--- config.mk ---
export PLATFORM = sky130hd
export DESIGN_NAME = bist_mem_controller
export DESIGN_NICKNAME = d
export VERILOG_FILES = /design/src/rtl/bist_mem_controller.sv
export SDC_FILE = /design/constraint.sdc
export NUM_CORES = 1
export LEC_CHECK = 0
export ABC_AREA = 0
export CORE_ASPECT_RATIO = 0.9
export CORE_MARGIN = 2
export CORE_UTILIZATION = 45
export CTS_CLUSTER_DIAMETER = 40
export DETAILED_ROUTE_END_ITERATION = 12
export GPL_TIMING_DRIVEN = 0
export PLACE_DENSITY = 0.7
export SYNTH_ARGS = -nofsm -noshare
export SYNTH_HDL_FRONTEND = slang
export SYNTH_SLANG_ARGS = --single-unit
--- constraint.sdc ---
create_clock -name BIST_CLK -period 8 [get_ports BIST_CLK]
set_clock_uncertainty 0.05 [all_clocks]
set_input_delay 2 -clock BIST_CLK [delete_from_list [all_inputs] [get_ports BIST_CLK]]
set_output_delay 2 -clock BIST_CLK [all_outputs]
set_load 0.02 [all_outputs]
--- src/rtl/bist_mem_controller.sv ---
// rtl/bist_mem_controller.sv - March-test BIST sequencer (MATS+ / March C-) for a small RAM under test
module bist_mem_controller #(
    parameter int ADDR_W = 4,
    parameter int DATA_W = 8,
    parameter int CNT_W  = 8
) (
    input  logic              BIST_CLK,
    input  logic              RST,
    input  logic              START,
    input  logic              ABORT,
    input  logic [12:0]       CONF,
    output logic [ADDR_W-1:0] MEM_ADDR,
    output logic [DATA_W-1:0] MEM_WDATA,
    output logic              MEM_WE,
    output logic              MEM_RE,
    input  logic [DATA_W-1:0] MEM_RDATA,
    output logic              BUSY,
    output logic              DONE,
    output logic              FAIL,
    output logic [ADDR_W-1:0] FAIL_ADDR,
    output logic [CNT_W-1:0]  FAIL_CNT
);

    typedef enum logic [2:0] {S_IDLE, S_WR, S_RD, S_CMP, S_FINISH} state_t;

    // rd/wr: element reads/writes; rv/wv: background polarity; down: address order; last: final element
    typedef struct packed {
        logic rd;
        logic rv;
        logic wr;
        logic wv;
        logic down;
        logic last;
    } elem_t;

    function automatic elem_t elem_info(input logic alg, input logic [2:0] idx);
        elem_t e;
        e = '0;
        if (!alg) begin
            case (idx)
                3'd0:    e = 6'b001000;
                3'd1:    e = 6'b101100;
                3'd2:    e = 6'b111011;
                default: e = 6'b000001;
            endcase
        end else begin
            case (idx)
                3'd0:    e = 6'b001000;
                3'd1:    e = 6'b101100;
                3'd2:    e = 6'b111000;
                3'd3:    e = 6'b101110;
                3'd4:    e = 6'b111010;
                3'd5:    e = 6'b100001;
                default: e = 6'b000001;
            endcase
        end
        return e;
    endfunction

    state_t              state_q, state_d;
    logic                alg_q, alg_d;
    logic                stop_q, stop_d;
    logic [DATA_W-1:0]   pat_q, pat_d;
    logic [2:0]          elem_q, elem_d;
    logic [ADDR_W-1:0]   addr_d;
    logic [DATA_W-1:0]   wdata_d;
    logic [DATA_W-1:0]   exp_val;
    elem_t               cur, nxt, d_info;
    logic                mis, at_end, start_run, mis_upd;
    logic [ADDR_W-1:0]   step_addr, next_first;

    assign BUSY = (state_q == S_WR) || (state_q == S_RD) || (state_q == S_CMP);

    always_comb begin
        state_d    = state_q;
        alg_d      = alg_q;
        stop_d     = stop_q;
        pat_d      = pat_q;
        elem_d     = elem_q;
        addr_d     = MEM_ADDR;
        wdata_d    = MEM_WDATA;
        start_run  = 1'b0;
        mis_upd    = 1'b0;
        MEM_WE     = 1'b0;
        MEM_RE     = 1'b0;
        cur        = elem_info(alg_q, elem_q);
        nxt        = elem_info(alg_q, elem_q + 3'd1);
        exp_val    = cur.rv ? ~pat_q : pat_q;
        mis        = (MEM_RDATA != exp_val);
        at_end     = cur.down ? (MEM_ADDR == '0) : (MEM_ADDR == {ADDR_W{1'b1}});
        step_addr  = cur.down ? (MEM_ADDR - ADDR_W'(1)) : (MEM_ADDR + ADDR_W'(1));
        next_first = nxt.down ? {ADDR_W{1'b1}} : '0;

        case (state_q)
            S_IDLE: begin
                if (START) begin
                    start_run = 1'b1;
                    alg_d     = CONF[1];
                    stop_d    = CONF[2];
                    pat_d     = CONF[4 +: DATA_W];
                    elem_d    = '0;
                    if (CONF[0]) begin
                        addr_d  = '0;
                        state_d = S_WR;
                    end else begin
                        state_d = S_FINISH;
                    end
                end
            end
            S_WR: begin
                MEM_WE = 1'b1;
                if (ABORT) begin
                    state_d = S_IDLE;
                end else if (!at_end) begin
                    addr_d = step_addr;
                end else if (cur.last) begin
                    state_d = S_FINISH;
                end else begin
                    elem_d  = elem_q + 3'd1;
                    addr_d  = next_first;
                    state_d = S_RD;
                end
            end
            S_RD: begin
                MEM_RE  = 1'b1;
                state_d = ABORT ? S_IDLE : S_CMP;
            end
            S_CMP: begin
                // a stop-on-fail miscompare suppresses the element's write in this cycle
                MEM_WE = cur.wr && !(mis && stop_q);
                if (ABORT) begin
                    state_d = S_IDLE;
                end else begin
                    mis_upd = mis;
                    if (mis && stop_q) begin
                        state_d = S_FINISH;
                    end else if (!at_end) begin
                        addr_d  = step_addr;
                        state_d = S_RD;
                    end else if (cur.last) begin
                        state_d = S_FINISH;
                    end else begin
                        elem_d  = elem_q + 3'd1;
                        addr_d  = next_first;
                        state_d = S_RD;
                    end
                end
            end
            S_FINISH: state_d = S_IDLE;
            default:  state_d = S_IDLE;
        endcase

        d_info = elem_info(alg_d, elem_d);
        if ((state_d == S_WR || state_d == S_RD || state_d == S_CMP) && d_info.wr)
            wdata_d = d_info.wv ? ~pat_d : pat_d;
    end

    always_ff @(posedge BIST_CLK) begin
        if (RST) begin
            state_q   <= S_IDLE;
            alg_q     <= 1'b0;
            stop_q    <= 1'b0;
            pat_q     <= '0;
            elem_q    <= '0;
            MEM_ADDR  <= '0;
            MEM_WDATA <= '0;
            DONE      <= 1'b0;
            FAIL      <= 1'b0;
            FAIL_ADDR <= '0;
            FAIL_CNT  <= '0;
        end else begin
            state_q   <= state_d;
            alg_q     <= alg_d;
            stop_q    <= stop_d;
            pat_q     <= pat_d;
            elem_q    <= elem_d;
            MEM_ADDR  <= addr_d;
            MEM_WDATA <= wdata_d;
            if (start_run) begin
                DONE      <= 1'b0;
                FAIL      <= 1'b0;
                FAIL_ADDR <= '0;
                FAIL_CNT  <= '0;
            end else if (mis_upd) begin
                FAIL <= 1'b1;
                if (!FAIL)
                    FAIL_ADDR <= MEM_ADDR;
                if (FAIL_CNT != {CNT_W{1'b1}})
                    FAIL_CNT <= FAIL_CNT + CNT_W'(1);
            end
            if (state_d == S_FINISH)
                DONE <= 1'b1;
        end
    end

endmodule

==> results.sh <==
export IMPL_r2r_start="elem_q[0]$_SDFF_PP0_"
export IMPL_timing_fmax_ghz=0.159
export IMPL_die_h_um=74.6
export IMPL_internal_power_mw=0.316
export IMPL_finalSetupViolations=0
export IMPL_power_density_nw_per_um2=136
export IMPL_worstSetupPathType="in2out"
export IMPL_synthToLayoutAreaGrowth_pct=27.7
export IMPL_outcome="complete, no violations"
export IMPL_cts_repair_resized=0
export IMPL_final_cell_mix="51 x clkdlybuf4s50_1, 42 x dfxtp_1, 36 x nor2_1"
export IMPL_n_fill_cell=465
export IMPL_wl_per_cell_um=14.8
export IMPL_grt_overflow=0
export IMPL_initial_core_util_pct=47.1
export IMPL_grt_pass1_wl_um=10100
export IMPL_first_global_vias=2176
export IMPL_grt_start_max_net_pins=14
export IMPL_worstMarginPinSlew_ns=1.01
export IMPL_power_frac_seq_pct=50.9
export IMPL_slew_headroom_pct=32.7
export IMPL_end_kind="primary output"
export IMPL_leakagePower_nw=1.17
export IMPL_synthCells=285
export IMPL_fin_ws_ns=1.71
export IMPL_power_switching_mw=0.115
export IMPL_worstPathMaxFanout=4
export IMPL_synth_compound_area_share_pct=23.6
export IMPL_stdcell_area_um2=3180
export IMPL_synth_edf_count=0
export IMPL_post_cts_setup_buffers=0
export IMPL_num_rows=25
export IMPL_met1_usage_pct=30.7
export IMPL_dpl_hpwl_um=4570
export IMPL_synthFlopType="dfxtp_1"
export IMPL_min_period_ns=6.29
export IMPL_clk_pin_slew_worst_paths_ns=0.08
export IMPL_wirelength_um=6080
export IMPL_fin_cells=411
export IMPL_nNetsFinal=378
export IMPL_min_delay_path_depth=2
export IMPL_synth_xor_area_share_pct=5.63
export IMPL_swShare_pct=26.7
export IMPL_gp_congestion=0.809
export IMPL_cts_max_level=2
export IMPL_required_ns=5.95
export IMPL_drc=0
export IMPL_dp_worst_setup_slack_ns=1.73
export IMPL_power_frac_clock_pct=33.6
export IMPL_insertedDiodeCount=0
export IMPL_total_power_mw=0.431
export IMPL_drtPass1Iterations=4
export IMPL_insertion_delay_ns=0.29
export IMPL_start_kind="input port"
export IMPL_cts_max_path_buffers=2
export IMPL_syn_avg_cell_area_um2=8.74
export IMPL_holdBufCountCts=0
export IMPL_yosys_area_top_type="dfxtp_1"
export IMPL_fin_util_pct=60.2
export IMPL_cts_root_buf="clkbuf_8"
export IMPL_vias=2308
export IMPL_max_vdd_ir_drop_v=0.0000881
export IMPL_dieArea_um2=6150
export IMPL_synth_seq_cells=42
export IMPL_die_w_um=82.4
export IMPL_yosysTopAreaCellShare_pct=33.8
export IMPL_ant_nets=0
export IMPL_yosys_top_cells_area="dfxtp_1 34%, mux2i_1 5.6%, nor2_1 5.4%"
export IMPL_rsz0062_at_grt="false"
export IMPL_hold_class="reg2reg"
export IMPL_finalHoldViolCount=0
export IMPL_slew_viol_final=0
export IMPL_hold_start="FAIL$_SDFFE_PP0P_"
export IMPL_yosysWarningCount=0
export IMPL_dp_cells=403
export IMPL_fin_crit_sh_pct=78.7
export IMPL_synth_area_um2=2490
export IMPL_maxCapViolCount=0
export IMPL_syn_num_nets=320
export IMPL_yosys_area_share_adder_pct=5.32
export IMPL_drtIter0Drc=126
export IMPL_seq_area_frac_synth_pct=33.8
export IMPL_portBuffers=51
export IMPL_grt_antenna_before_repair=0
export IMPL_critPathArrivalTime_ns=4.24
export IMPL_grt_busiest_layer="met2"
export IMPL_grt_usage_pct=21.2
export IMPL_drive_above_1_share_pct=8.43
export IMPL_io_pin_count=54
export IMPL_cts_tree="yes"
export IMPL_tns_ns=0
export IMPL_synth_async_reset_ratio_pct=0
export IMPL_ff2ff_path_depth=11
export IMPL_met3_usage_pct=3.64
export IMPL_placed_area_um2=3090
export IMPL_worst_hold_slack_ns=0.415
export IMPL_yosys_area_share_simple_pct=21.1
export IMPL_whs_endpoint="FAIL$_SDFFE_PP0P_"
export IMPL_grtUsageMet2_pct=32.1
export IMPL_synth_distinct_cells=56
export IMPL_r2r_end="MEM_WDATA[4]$_SDFFE_PP0P_"
export IMPL_core_um2=5290
export IMPL_muxShareOfSynthArea_pct=7.13
export IMPL_mostFrequentLayoutCell="clkdlybuf4s50_1"
export IMPL_cts_made_buffers=5
export IMPL_r2r_setup_slack_ns=4.50
export IMPL_synth_top_family_by_area="compound AO/OA/AOI/OAI gates"
export IMPL_clock_sinks=42
export IMPL_vias_per_cell=5.62
export IMPL_combPwrFrac_pct=15.5
worst max path at each step:
stage                            start  endpoint  slack (ns)
after floorplan           MEM_RDATA[6]    MEM_WE        2.82
after global placement    MEM_RDATA[4]    MEM_WE        1.74
after detailed placement  MEM_RDATA[2]    MEM_WE        1.73
after CTS                 MEM_RDATA[2]    MEM_WE        1.73
after global routing      MEM_RDATA[2]    MEM_WE        1.50
final                     MEM_RDATA[2]    MEM_WE        1.71
kinds of logic after synthesis:
family	after synthesis
DFF	42
and+or+nand+nor	102
adders and majority gates	10
buffers and inverters	22
xor gates and xnor gates	16
AOI/OAI and AO/OA	76
muxes	17
layout make-up:
type                    count  area, um2  share of cell area, %
plain buffers              12       48.8                   1.53
clock buffers               6       82.6                   2.60
clock inverters             2       12.5                  0.393
inverters                  10       37.5                   1.18
multi-input cells         221       1560                   49.2
flip-flops and latches     42        841                   26.4
well taps                  67       83.8                   2.64
repair buffers             51        510                   16.1
state kept, by name, indices dropped and copies added, names as in the netlist:
signal	count
DONE	1
FAIL	1
FAIL_ADDR	4
FAIL_CNT	8
MEM_ADDR	4
MEM_WDATA	8
alg_q	1
elem_q	3
pat_q	8
state_q	3
stop_q	1
critical path: stages:
cell	delay (ns)
clkdlybuf4s50_1	0.43
xor2_1	0.16
nor4_1	0.39
a211o_1	0.26
nand2_1	0.11
o21ai_0	0.16
and2_1	0.13
clkdlybuf4s50_1	0.59
power by group through the flow:
stage | clock network (mW) | logic [mW] | registers [mW]
2_1_floorplan | 0 | 0.0356 | 0.227
4_1_cts | 0.147 | 0.0667 | 0.220
6_report | 0.145 | 0.0668 | 0.219
3_3_place_gp | 0 | 0.0656 | 0.224
3_5_place_dp | 0 | 0.0665 | 0.224
5_1_grt | 0.155 | 0.0739 | 0.220
layer usage:
metal	vias to the layer above	share of wire (%)
met4	0	1.1
met1	1085	50
li1	1159	-
met2	58	44
met3	6	4.2
met5	-	0
synth_stat cells (3+ instances only):
| master | number |
|---|---|
| or2_2 | 3 |
| ha_1 | 9 |
| inv_1 | 10 |
| nand4_1 | 5 |
| buf_2 | 3 |
| a211oi_1 | 3 |
| clkbuf_1 | 9 |
| o311ai_0 | 8 |
| o21ai_0 | 14 |
| and2_1 | 12 |
| dfxtp_1 | 42 |
| a21oi_1 | 12 |
| nor4_1 | 3 |
| and3_1 | 4 |
| xor2_1 | 15 |
| nor2_1 | 36 |
| o31ai_1 | 8 |
| nand3_1 | 4 |
| nor3_1 | 4 |
| nand2b_1 | 3 |
| nand2_1 | 15 |
| mux2i_1 | 14 |
Power figures use the tool's default switching activity.
